==> config.mk <==
export PLATFORM = sky130hd
export DESIGN_NAME = fetch_unit_flat
export DESIGN_NICKNAME = d
export VERILOG_FILES = /design/src/rtl/fetch_unit_if.sv /design/src/rtl/fetch_unit.sv /design/src/flat_wrapper.sv
export SDC_FILE = /design/constraint.sdc
export NUM_CORES = 1
export LEC_CHECK = 0
export CAP_MARGIN = 25
export CORE_MARGIN = 3
export CORE_UTILIZATION = 35
export CTS_CLUSTER_SIZE = 24
export DETAILED_ROUTE_END_ITERATION = 6
export PLACE_DENSITY = 0.66
export SYNTH_ARGS = -nofsm -noshare
export SYNTH_HDL_FRONTEND = slang
export SYNTH_SLANG_ARGS = --single-unit
==> constraint.sdc <==
create_clock -name clk -period 3.3 [get_ports clk]
set_input_delay 0.495 -clock clk [delete_from_list [all_inputs] [get_ports clk]]
set_output_delay 0.495 -clock clk [all_outputs]
set_load 0.005 [all_outputs]
==> src/rtl/fetch_unit_if.sv <==
// Bus bundle for the instruction fetch front end.
// The master modport is the fetch unit itself: it drives the instruction
// memory request and the decode-side head; the slave modport is the
// environment (memory plus decode/control stage).
interface fetch_unit_if;
    logic [31:0] imem_addr;
    logic [3:0]  imem_rmask;
    logic [31:0] imem_rdata;
    logic        imem_resp;
    logic [31:0] dec_instr;
    logic [31:0] dec_pc;
    logic        dec_valid;
    logic        dec_ready;
    logic        redirect;
    logic [31:0] redirect_pc;

    modport master (
        output imem_addr, imem_rmask, dec_instr, dec_pc, dec_valid,
        input  imem_rdata, imem_resp, dec_ready, redirect, redirect_pc
    );

    modport slave (
        input  imem_addr, imem_rmask, dec_instr, dec_pc, dec_valid,
        output imem_rdata, imem_resp, dec_ready, redirect, redirect_pc
    );
endinterface

==> src/rtl/fetch_unit.sv <==
// Instruction fetch front end.
// Issues one word read at a time from a sequential PC, buffers the returned
// words with their PC in a small in-order queue and presents the queue head
// to decode with a valid/ready handshake. A redirect flushes everything
// buffered and in flight; a response owed to a flushed request is swallowed
// in the DROP state.
// Optional feature: define FETCH_BYPASS_EN to forward a response straight to
// decode in the cycle it arrives when the queue is empty. Without it all
// decode outputs come from registered queue storage.
module fetch_unit #(
    parameter logic [31:0] RESET_PC = 32'h1eceb000,
    parameter int          QDEPTH   = 4
) (
    input logic          clk,
    input logic          rst_n,
    fetch_unit_if.master bus
);

    localparam int PW = (QDEPTH > 1) ? $clog2(QDEPTH) : 1;
    localparam int CW = $clog2(QDEPTH) + 1;
    localparam logic [CW-1:0] QDEPTH_C = CW'(QDEPTH);

    typedef enum logic [1:0] {
        ISSUE = 2'd0,
        WAIT  = 2'd1,
        DROP  = 2'd2
    } state_t;

    state_t        state_q;
    state_t        state_d;
    logic [31:0]   fetch_pc_q;
    logic [31:0]   pc_mem    [QDEPTH];
    logic [31:0]   instr_mem [QDEPTH];
    logic [PW-1:0] rd_ptr_q;
    logic [PW-1:0] wr_ptr_q;
    logic [CW-1:0] count_q;

    logic          head_valid;
    logic          resp_accept;
    logic          pop;
    logic          push;
    logic          room;
    logic          issue;
    logic          bypass_hit;
    logic          bypass_take;
    logic [CW-1:0] count_after_pop;
    logic [31:0]   redirect_target;
    logic          unused_pc_lsbs;

    assign redirect_target = {bus.redirect_pc[31:2], 2'b00};
    assign unused_pc_lsbs  = ^bus.redirect_pc[1:0];

    // Queue bookkeeping: what gets pushed, popped and whether a new request fits.
    always_comb begin
        head_valid      = (count_q != '0);
        resp_accept     = (state_q == WAIT) & bus.imem_resp & ~bus.redirect;
        pop             = head_valid & bus.dec_ready & ~bus.redirect;
        count_after_pop = count_q - CW'(pop);
        room            = (count_after_pop < QDEPTH_C);
`ifdef FETCH_BYPASS_EN
        bypass_hit      = resp_accept & ~head_valid;
`else
        bypass_hit      = 1'b0;
`endif
        bypass_take     = bypass_hit & bus.dec_ready;
        push            = resp_accept & ~bypass_take;
    end

    // Next-state logic; a request only goes out from ISSUE when there is room
    // for its eventual response and no redirect is pending this cycle.
    always_comb begin
        state_d = state_q;
        issue   = 1'b0;
        case (state_q)
            ISSUE: begin
                if (!bus.redirect && room && rst_n) begin
                    issue   = 1'b1;
                    state_d = WAIT;
                end
            end
            WAIT: begin
                if (bus.imem_resp) begin
                    state_d = ISSUE;
                end else if (bus.redirect) begin
                    state_d = DROP;
                end
            end
            DROP: begin
                if (bus.imem_resp) begin
                    state_d = ISSUE;
                end
            end
            default: state_d = ISSUE;
        endcase
    end

    // Memory request and decode-side outputs.
    always_comb begin
        bus.imem_addr  = fetch_pc_q;
        bus.imem_rmask = issue ? 4'hf : 4'h0;
`ifdef FETCH_BYPASS_EN
        bus.dec_valid  = head_valid | bypass_hit;
        bus.dec_instr  = bypass_hit ? bus.imem_rdata : instr_mem[rd_ptr_q];
        bus.dec_pc     = bypass_hit ? fetch_pc_q     : pc_mem[rd_ptr_q];
`else
        bus.dec_valid  = head_valid;
        bus.dec_instr  = instr_mem[rd_ptr_q];
        bus.dec_pc     = pc_mem[rd_ptr_q];
`endif
    end

    // FSM state register.
    always_ff @(posedge clk or negedge rst_n) begin
        if (!rst_n) begin
            state_q <= ISSUE;
        end else begin
            state_q <= state_d;
        end
    end

    // Fetch PC: redirect wins, otherwise advance once per accepted response.
    always_ff @(posedge clk or negedge rst_n) begin
        if (!rst_n) begin
            fetch_pc_q <= RESET_PC;
        end else if (bus.redirect) begin
            fetch_pc_q <= redirect_target;
        end else if (resp_accept) begin
            fetch_pc_q <= fetch_pc_q + 32'd4;
        end
    end

    // Queue pointers and occupancy; a redirect empties the queue outright.
    always_ff @(posedge clk or negedge rst_n) begin
        if (!rst_n) begin
            rd_ptr_q <= '0;
            wr_ptr_q <= '0;
            count_q  <= '0;
        end else if (bus.redirect) begin
            rd_ptr_q <= '0;
            wr_ptr_q <= '0;
            count_q  <= '0;
        end else begin
            if (push) begin
                wr_ptr_q <= wr_ptr_q + PW'(1);
            end
            if (pop) begin
                rd_ptr_q <= rd_ptr_q + PW'(1);
            end
            count_q <= count_q + CW'(push) - CW'(pop);
        end
    end

    // Queue storage: each entry holds the returned word and the PC it came from.
    always_ff @(posedge clk or negedge rst_n) begin
        if (!rst_n) begin
            for (int i = 0; i < QDEPTH; i++) begin
                pc_mem[i]    <= '0;
                instr_mem[i] <= '0;
            end
        end else if (push) begin
            pc_mem[wr_ptr_q]    <= fetch_pc_q;
            instr_mem[wr_ptr_q] <= bus.imem_rdata;
        end
    end

endmodule

==> src/flat_wrapper.sv <==
// flat-port wrapper written by rule: the top's interface ports become plain ports
module fetch_unit_flat 
#(
    parameter logic [31:0] RESET_PC = 32'h1eceb000,
    parameter int          QDEPTH   = 4
)
  (clk, rst_n, bus_imem_addr, bus_imem_rmask, bus_dec_instr, bus_dec_pc, bus_dec_valid, bus_imem_rdata, bus_imem_resp, bus_dec_ready, bus_redirect, bus_redirect_pc);
  fetch_unit_if bus_i ();
  input logic clk;
  input logic rst_n;
  output wire logic [$bits(bus_i.imem_addr)-1:0] bus_imem_addr;
  output wire logic [$bits(bus_i.imem_rmask)-1:0] bus_imem_rmask;
  output wire logic [$bits(bus_i.dec_instr)-1:0] bus_dec_instr;
  output wire logic [$bits(bus_i.dec_pc)-1:0] bus_dec_pc;
  output wire logic [$bits(bus_i.dec_valid)-1:0] bus_dec_valid;
  input wire logic [$bits(bus_i.imem_rdata)-1:0] bus_imem_rdata;
  input wire logic [$bits(bus_i.imem_resp)-1:0] bus_imem_resp;
  input wire logic [$bits(bus_i.dec_ready)-1:0] bus_dec_ready;
  input wire logic [$bits(bus_i.redirect)-1:0] bus_redirect;
  input wire logic [$bits(bus_i.redirect_pc)-1:0] bus_redirect_pc;
  assign bus_imem_addr = bus_i.imem_addr;
  assign bus_imem_rmask = bus_i.imem_rmask;
  assign bus_dec_instr = bus_i.dec_instr;
  assign bus_dec_pc = bus_i.dec_pc;
  assign bus_dec_valid = bus_i.dec_valid;
  assign bus_i.imem_rdata = bus_imem_rdata;
  assign bus_i.imem_resp = bus_imem_resp;
  assign bus_i.dec_ready = bus_dec_ready;
  assign bus_i.redirect = bus_redirect;
  assign bus_i.redirect_pc = bus_redirect_pc;
  fetch_unit #(.RESET_PC(RESET_PC), .QDEPTH(QDEPTH)) u_core (.clk(clk), .rst_n(rst_n), .bus(bus_i));
endmodule
; Word level (Yosys, flattened, before mapping)
; Index checks and enable logic that the tools add are counted.
[op_classes]
add_sub_neg = 6
order_cmp = 4
eq_ne = 5
muxes = 25
bitwise_logic = 7
n_reduce_logical = 9
[ops]
columns = cell, n
row1 = bitwise mux 128 bit, 2
row2 = two-way mux 32 bit, 7
row3 = binary-select mux 32 bit (select 2 bit), 2
row4 = demux 32 bit (select 2 bit), 1
row5 = adder 32 x 3 -> 32 bit (second input constant), 1
row6 = two-way mux 2 bit, 8
row7 = >= comparator 3 bit (second input constant), 2
row8 = inverter 2 -> 3 bit, 2
row9 = case mux 2 bit (3 select lines), 1
row10 = subtractor 3 x 1 -> 3 bit, 2
row11 = adder 2 x 1 -> 2 bit (second input constant), 2
row12 = AND 1 bit, 4
row13 = two-way mux 4 bit, 1
row14 = nonzero test 2 bit, 2
row15 = adder 3 x 1 -> 3 bit, 1
row16 = logical AND 1 bit, 3
row17 = less-than comparator 3 x 1 -> 1 bit (second input constant), 1
row18 = less-than comparator 3 bit (second input constant), 1
row19 = two-way mux 3 bit, 1
row20 = inequality test 3 bit (second input constant), 1
row21 = AND reduction 3 bit, 1
row22 = nonzero test 3 bit, 1
row23 = == test 2 x 1 -> 1 bit (second input constant), 1
row24 = == test 2 bit (second input constant), 1
row25 = other kinds (6), 7
[totals]
reg_bits = 297
inputBits = 69
out_inout_bits = 101
elab_cells = 69

; Depth between registers and ports, before layout
; Gate-level depths: netlist (run 1).
[logic_depth]
depth_word = 10
ltp_mapped = 10
ltp_nobuf = 10

; Worst setup path before layout (run 1)
; Ideal clock, no wire load.
[synth_path]
kind = input port to output port
start = input port bus_redirect
end = output port bus_imem_rmask[0]
arrival_time_ns = 1.915
t_required_ns = 2.805
setup_slack_ns = 0.890
stages = 8
path_buffers = 3
cell_sequence = buf_2 > buf_1 > nor2_1 > ha_1 > ha_1 > xnor2_1 > and4_1 > buf_4
[synth_between]
elab_chain_cells = 9
elab_cells_between_ends = 10
[synth_lines]
columns = item, line_no
row1 = from (decl), flat_wrapper.sv:19  ; input wire logic [$bits(bus_i.redirect)-1:0] bus_redirect;
row2 = inverter 1 bit, fetch_unit.sv:57  ; pop = head_valid & bus.dec_ready & ~bus.redirect;
row3 = AND 1 bit, fetch_unit.sv:57
row4 = subtractor 3 x 1 -> 3 bit, fetch_unit.sv:58  ; count_after_pop = count_q - CW'(pop);
row5 = less-than comparator 3 bit, fetch_unit.sv:59  ; room = (count_after_pop < QDEPTH_C);
row6 = logical AND 1 bit * (2 in series), fetch_unit.sv:76  ; if (!bus.redirect && room && rst_n) begin
row7 = two-way mux 1 bit *, fetch_unit.sv:76
row8 = two-way mux 1 bit *, fetch_unit.sv:74  ; case (state_q)
row9 = named net u_core.issue, fetch_unit.sv:43  ; logic issue;
row10 = two-way mux 4 bit *, fetch_unit.sv:100  ; bus.imem_rmask = issue ? 4'hf : 4'h0;
row11 = to (decl), flat_wrapper.sv:12  ; output wire logic [$bits(bus_i.imem_rmask)-1:0] bus_imem_rmask;
; Mark *: on every way through the listed nets, which the timed path passes. The rest lies on a longest branch.

; Final worst setup path (run 1)
[layout_path]
start = register u_core.rd_ptr_q[0]
end = output port bus_dec_pc[10]
[layout_between]
elab_chain_cells = 4
[layout_lines]
columns = item, line_no
row1 = from (decl), fetch_unit.sv:34  ; logic [PW-1:0] rd_ptr_q;
row2 = from (signal assigned), fetch_unit.sv:147  ; rd_ptr_q <= rd_ptr_q + PW'(1);
row3 = inverter 2 -> 3 bit (not written as such), fetch_unit.sv:108  ; bus.dec_pc = pc_mem[rd_ptr_q];
row4 = binary-select mux 32 bit (select 2 bit), fetch_unit.sv:108
row5 = two-way mux 32 bit (not written as such) (2 in series), fetch_unit.sv:108
row6 = to (decl), flat_wrapper.sv:14  ; output wire logic [$bits(bus_i.dec_pc)-1:0] bus_dec_pc;
; No other way between the ends. The select of a mux whose other input is x is not followed.

==> key figures, run 1 <==
Timing
  • Slew HR: 0.356
  • Final worst slack: 0.311 ns
  • Fin Setup TNS: 0 ns
  • FMAX: 335 MHz
  • Final setup violation count: 0
  • Final worst hold slack: approximately 0.45 ns
  • Final-report hold violation count: 0
  • Final critical-path required period: 2.99 ns
  • Period utilization: 0.906
  • Slew @ Worst Pin: 0.966 ns
  • Fin Clk Skew: between 0.015 and 0.02 ns
  • Max Slew Vio Count: 0
  • RSZ-0062 raised after global routing: false

Clock tree
  • TritonCTS buffer count: 34
  • Clock root buffer: clkbuf_16
  • Clock Path Buffers: 3
  • Clock Latency Late Sink: 0.51 ns
  • Clk slew on worst S/H paths: 0.06 ns
  • H-tree depth: 2
  • CTS tree: built
  • CTS Sinks: around 290

Synth
  • #FFs+latches synth: 287
  • Sequential fraction of the synthesis area: 0.553
  • Cells after Synth: 846
  • Post-synth top cells: dfrtp_1 (275), mux2_2 (249), mux4_2 (62)
  • Syn Area/Cell: 15.4 um^2
  • Post-synth top area cell: dfrtp_1
  • Cell Area, Synth: about 13000 um^2
  • Top FF cell, synth: dfrtp_1
  • Most common cell in the synthesized netlist: dfrtp_1
  • Synth unique cells: 39
  • Top cell type's share of synthesized area: 0.529
  • Synth async-reset ratio: 1.00
  • Synth area leaders: dfrtp_1 (53%), mux2_2 (22%), mux4_2 (11%)
  • Yosys warns: 0
  • Number of flops mapped to enable cells by yosys: 0

Global route
  • Met1 usage: 0.208
  • Number of global-route vias before repair: 8188
  • GRT met3 Usage: 0.0340
  • GRT Max-Usage Layer: met2
  • Largest net degree at the start of global routing: roughly 170
  • GR Util met2: 0.228
  • Total track usage: 0.147
  • Initial antenna violation count: 0
  • Grt ovf: 0
  • First-pass GRT wire length: approximately 46 mm

Worst setup path
  • CP peak stage delay: 0.65 ns
  • Critical path buffers and inverters: 2
  • Type of the worst setup path: reg2out
  • CP startpoint: u_core.rd_ptr_q[0]
  • Worst reg-to-reg path cell count: 5
  • CP endpoint kind: output port
  • Crit path DAT: 2.49 ns
  • Critical Path Stages: 3
  • Reg2reg start: u_core.state_q[1]
  • Critical path startpoint category: flop
  • Crit path max fanout: 16
  • Critical path's slowest cell: dfrtp_4
  • FF-to-FF End: u_core.bus.imem_addr[26]
  • CP Data Required Time: 2.80 ns
  • Worst setup endpoint: bus_dec_pc[10]
  • Delay-heaviest family, CP: buffers and inverters
  • Critical Path, Cell by Cell: buf_12 > mux4_2 > clkdlybuf4s50_1
  • R2r setup slk: 1.13 ns

Final layout
  • Layout Utilization: 0.442
  • Area of the multi-input gates: 5370 um^2
  • Filler cell count: around 3400
  • Register area: 7200 um^2
  • Diodes inserted: 0
  • Share of cells above drive strength 1: 0.399
  • Design area: 16200 um^2
  • Nets: 1084
  • Area delta synth->final: 24.4%

Floorplan
  • Core Footprint: 36600 um^2
  • Die H: between 150 and 200 um
  • I/O pin total: 170
  • Initial cell density of the core: 0.356
  • Die ar.: 39500 um^2
  • Die width: 199 um
  • Cell row count: 70

Drt
  • Post-DRT Antenna Nets: 0
  • Drt pass-1 iters: 4
  • Avg WL per Cell: 19.2 um
  • Total routed wirelength: 28.8 mm
  • Via count of the routed design: 7623
  • Initial drt markers: 256
  • Routed vias/inst: roughly 5.1
  • Post-route DRC: 0

Place
  • Pre-CTS WS: 0.249 ns
  • Hpwl dp: about 18 mm
  • Port Buffers: 163
  • Placed inst area: 15100 um^2
  • Final RePlAce weighted congestion: 0.747

Run status
  • Status: finished clean

Run
  • Max cap viols: 0

Power and ir drop
  • Power density over cell area: 716 nW/um^2
  • Leakage Power: roughly 7.4 nW
  • Worst vdd ir: between 0.0003 and 0.0004 V

Worst hold path
  • Worst Hold Class: in2async
==> cell usage in the layout, fill, tap and decap left out, types with 7 or more instances in the layout <==
cell,instances
dfstp_2,12
ha_1,8
xnor2_1,11
nand3_1,9
clkbuf_1,8
inv_1,8
nor2_1,9
dfrtp_1,273
and3_1,7
nand2_1,37
nand4_1,14
xor2_1,24
o21ai_0,27
clkbuf_8,10
clkbuf_16,34
clkdlybuf4s50_1,157
mux4_2,62
buf_12,8
mux2_2,249
buf_4,12
==> per-stage QoR <==
stage / std cells / power, mW
CTS: 1498 / 11.8
floorplan: 849 / 6.28
global placement: 1436 / 7.99
finish: 1498 / 11.6
detailed placement: 1436 / 8.06
global route: 1498 / 12.2
==> what timing repair did <==
action	CTS	global route
pin swaps	1	1
endpoints found under the setup margin	4	4
hold buffers	1	0
gates resized for setup	4	4
buffers inserted	1	0
endpoints found under the hold margin	29	0
gates cloned	0	0
==> registers in the layout (all words and copies together), names as in the netlist <==
| signal | count |
|---|---|
| u_core.instr_mem | 128 |
| u_core.pc_mem | 120 |
| u_core.bus.imem_addr | 30 |
| u_core.count_q | 3 |
| u_core.rd_ptr_q | 2 |
| u_core.state_q | 2 |
| u_core.wr_ptr_q | 2 |
==> worst min path at each step <==
stage,slack (ns),cells after the start,end
floorplan,0.20,0,u_core.bus.imem_addr[10]
global placement,0.39,1,u_core.pc_mem[52]
detailed placement,0.39,1,u_core.pc_mem[52]
CTS,0.43,3,u_core.rd_ptr_q[0]
global route,0.45,3,u_core.rd_ptr_q[0]
finish,0.45,2,u_core.pc_mem[25]
==> area by class of cell <==
class | count | share of cell area
Clock inverter | 8 | 0.00556
Clock buffer | 52 | 0.0629
Inverter | 8 | 0.00185
Timing Repair Buffer | 184 | 0.117
Multi-Input combinational cell | 491 | 0.331
Sequential cell | 287 | 0.445
Tap cell | 468 | 0.0361
==> report_power, final <==
group          switching, mW  internal [mW]
clock network           1.44           2.21
logic                   1.09           2.22
registers              0.433           4.19
total                   2.97           8.63
==> cells by family after synthesis <==
| group | count (synthesis) | synth area share |
|---|---|---|
| adders and majority gates | 9 | 0.00923 |
| and+or+nand+nor | 100 | 0.0408 |
| muxes | 312 | 0.323 |
| other | 1 | 0.000288 |
| buffers and inverters | 71 | 0.0380 |
| xor gates and xnor gates | 35 | 0.0235 |
| AOI/OAI and AO/OA | 31 | 0.0119 |
| DFF | 287 | 0.553 |
==> routing by layer <==
layer  part of all wire  routed length (um)  up-vias
li1                   -                   -     3404
met1               0.47               13500     3999
met2               0.45               13000      179
met3              0.056                1620       41
met4              0.022                 633        0
met5                  0                   0        -
Note: power is estimated with default switching activity, not from simulation.
==> inputs of run 2 (changes only) <==
- CORE_MARGIN: 3 -> 4
- CTS_CLUSTER_SIZE: 24 -> 20
==> run 2 against run 1 <==
  * Routed wire length grew 0.21%
  * Sequential power is essentially flat
  * Hold slack lost 0.027 ns
  * First-iteration DRC count shrank 3.1%
  * Clock skew grew 0.00093 ns
  * Critical path depth is the same
  * Via count shrank 0.33%
  * Die area grew 2.0%
  * Critical path type unchanged
==> key figures, run 2 (same netlist as run 1, synthesis figures left out) <==
Clock tree
  • CTS tree: built
  • CTS Sinks: 287
  • Clock Path Buffers: 3
  • H-tree depth: 2
  • Clk slew on worst S/H paths: 0.05 ns
  • TritonCTS buffer count: 34
  • Clock root buffer: clkbuf_16
  • Clock Latency Late Sink: just over 0.5 ns

Global route
  • Number of global-route vias before repair: between 8000 and 9000
  • First-pass GRT wire length: around 47 mm
  • Largest net degree at the start of global routing: 166
  • Grt ovf: 0
  • Initial antenna violation count: 0
  • Total track usage: 0.143

Place
  • Hpwl dp: approximately 18 mm
  • Port Buffers: 163
  • Final RePlAce weighted congestion: 0.748

Worst setup path
  • Critical Path, Cell by Cell: buf_4 > mux4_2 > clkdlybuf4s50_1
  • Critical path's slowest cell: clkdlybuf4s50_1
  • Critical path startpoint category: flop
  • CP startpoint: u_core.rd_ptr_q[0]
  • Type of the worst setup path: reg2out
  • CP Data Required Time: 2.80 ns
  • CP endpoint kind: output port
  • Reg2reg start: u_core.state_q[1]
  • Worst reg-to-reg path cell count: 5
  • Crit path DAT: 2.51 ns
  • FF-to-FF End: u_core.bus.imem_addr[26]
  • CP peak stage delay: 0.56 ns
  • R2r setup slk: roughly 1.1 ns
  • Crit path max fanout: 17

Drt
  • Drt pass-1 iters: 4
  • Via count of the routed design: 7598
  • Initial drt markers: 248
  • Post-DRT Antenna Nets: 0
  • Post-route DRC: 0
  • Avg WL per Cell: 19.2 um
  • Routed vias/inst: 5.07
  • Total routed wirelength: between 20 and 30 mm

Final layout
  • Layout Utilization: 0.441
  • Diodes inserted: 0
  • Max FFs per register: around 130
  • Share of cells above drive strength 1: 0.397
  • Area of the multi-input gates: 5370 um^2
  • Filler cell count: about 3300
  • Top reg by flops: u_core.instr_mem
  • Register area: a little over 7000 um^2
  • Area delta synth->final: 24.0%
  • Nets: 1085
  • Commonest non-fill, non-tap cell in the layout: dfrtp_1
  • Most frequent cells in the layout: dfrtp_1 (273), mux2_2 (249), clkdlybuf4s50_1 (157), mux4_2 (62), nand2_1 (37)

Timing
  • Slew @ Worst Pin: 0.890 ns
  • Final worst hold slack: 0.421 ns
  • Final critical-path required period: 3.00 ns
  • Max Slew Vio Count: 0
  • Fin Setup TNS: 0 ns
  • Final-report hold violation count: 0
  • RSZ-0062 raised after global routing: false
  • Period utilization: 0.910
  • Fin Clk Skew: 0.0175 ns
  • Final setup violation count: 0
  • FMAX: 333 MHz
  • Slew HR: 0.406

Floorplan
  • Die ar.: 40300 um^2
  • Cell row count: 70
  • Die width: approximately 200 um
  • I/O pin total: between 150 and 200
  • Initial cell density of the core: 0.356
  • Die H: about 200 um
  • Core Footprint: 36600 um^2

Run
  • Max cap viols: 0

Power and ir drop
  • Power density over cell area: 716 nW/um^2
  • Worst vdd ir: 0.000261 V
  • Power Total: 11.6 mW
  • Leakage Power: 7.32 nW

Run status
  • Status: finished clean

Worst hold path
  • Worst Hold Class: in2async
[run 2: cell types whose count changed in the layout (fill, tap and decap cells not counted)]
cell and change:
clkinvlp_4 -1, inv_6 -1, buf_4 +4, clkbuf_1 +3, buf_12 -3, clkinv_4 -1, dlymetal6s2s_1 -4, clkinv_8 -1
clkbuf_16 +1, dlygate4sd2_1 +4
[run 2: repair_timing]
action	in CTS	in global routing
setup buffers	1	0
gates resized for setup	8	0
hold buffers	1	0
hold endpoints to repair	19	0
endpoints found under the setup margin	4	0
[run 2: how the worst max path moves through the flow]
| stage | end | slack, ns |
|---|---|---|
| after floorplan | bus_imem_rmask[0] | 0.89 |
| after global placement | bus_imem_rmask[2] | 0.23 |
| after detailed placement | bus_imem_rmask[2] | 0.26 |
| after CTS | bus_dec_pc[9] | 0.23 |
| after global routing | bus_imem_rmask[2] | 0.16 |
| final | bus_dec_pc[9] | 0.30 |
[run 2: final cells by class]
| cell class | count | share of cell area |
|---|---|---|
| clock buffer | 56 | 0.0653 |
| clock inverter | 4 | 0.00302 |
| inverter | 8 | 0.00186 |
| multi-input combinational | 491 | 0.332 |
| sequential | 287 | 0.446 |
| tap | 468 | 0.0363 |
| timing repair buffer | 185 | 0.115 |
[run 2: worst max-delay path, delay by kind of cell (launching register included)]
family	cells	cell delay (ns)
buffers and inverters	2	0.94
muxes	1	0.55
DFF	1	0.51
[run 2: per-layer routing]
metal	share of wire	up-vias	GRT usage	wire length [um]
li1	-	3407	-	-
met5	0	-	0	0
met1	0.47	3985	0.200	13400
met4	0.022	0	0.0393	644
met3	0.056	40	0.0365	1610
met2	0.46	166	0.224	13200
[run 2: stage by stage]
step / setup slack, ns / std cells / instance area (um^2)
2_1_floorplan: 0.890 / 849 / 13000
4_1_cts: 0.231 / 1499 / 16100
3_5_place_dp: 0.259 / 1437 / 15000
5_1_grt: 0.157 / 1499 / 16100
6_report: 0.296 / 1499 / 16100
3_3_place_gp: 0.235 / 1437 / 15000
[run 2: power breakdown]
part | internal [mW] | switching [mW] | total, mW
registers | 4.19 | 0.407 | 4.60
logic | 2.20 | 1.13 | 3.33
clock network | 2.25 | 1.39 | 3.64
==> inputs of run 3 (changes only) <==
- TNS_END_PERCENT: default -> 1
==> results of run 3 <==
The final DEF is identical to that of run 2; final timing and power are the same.
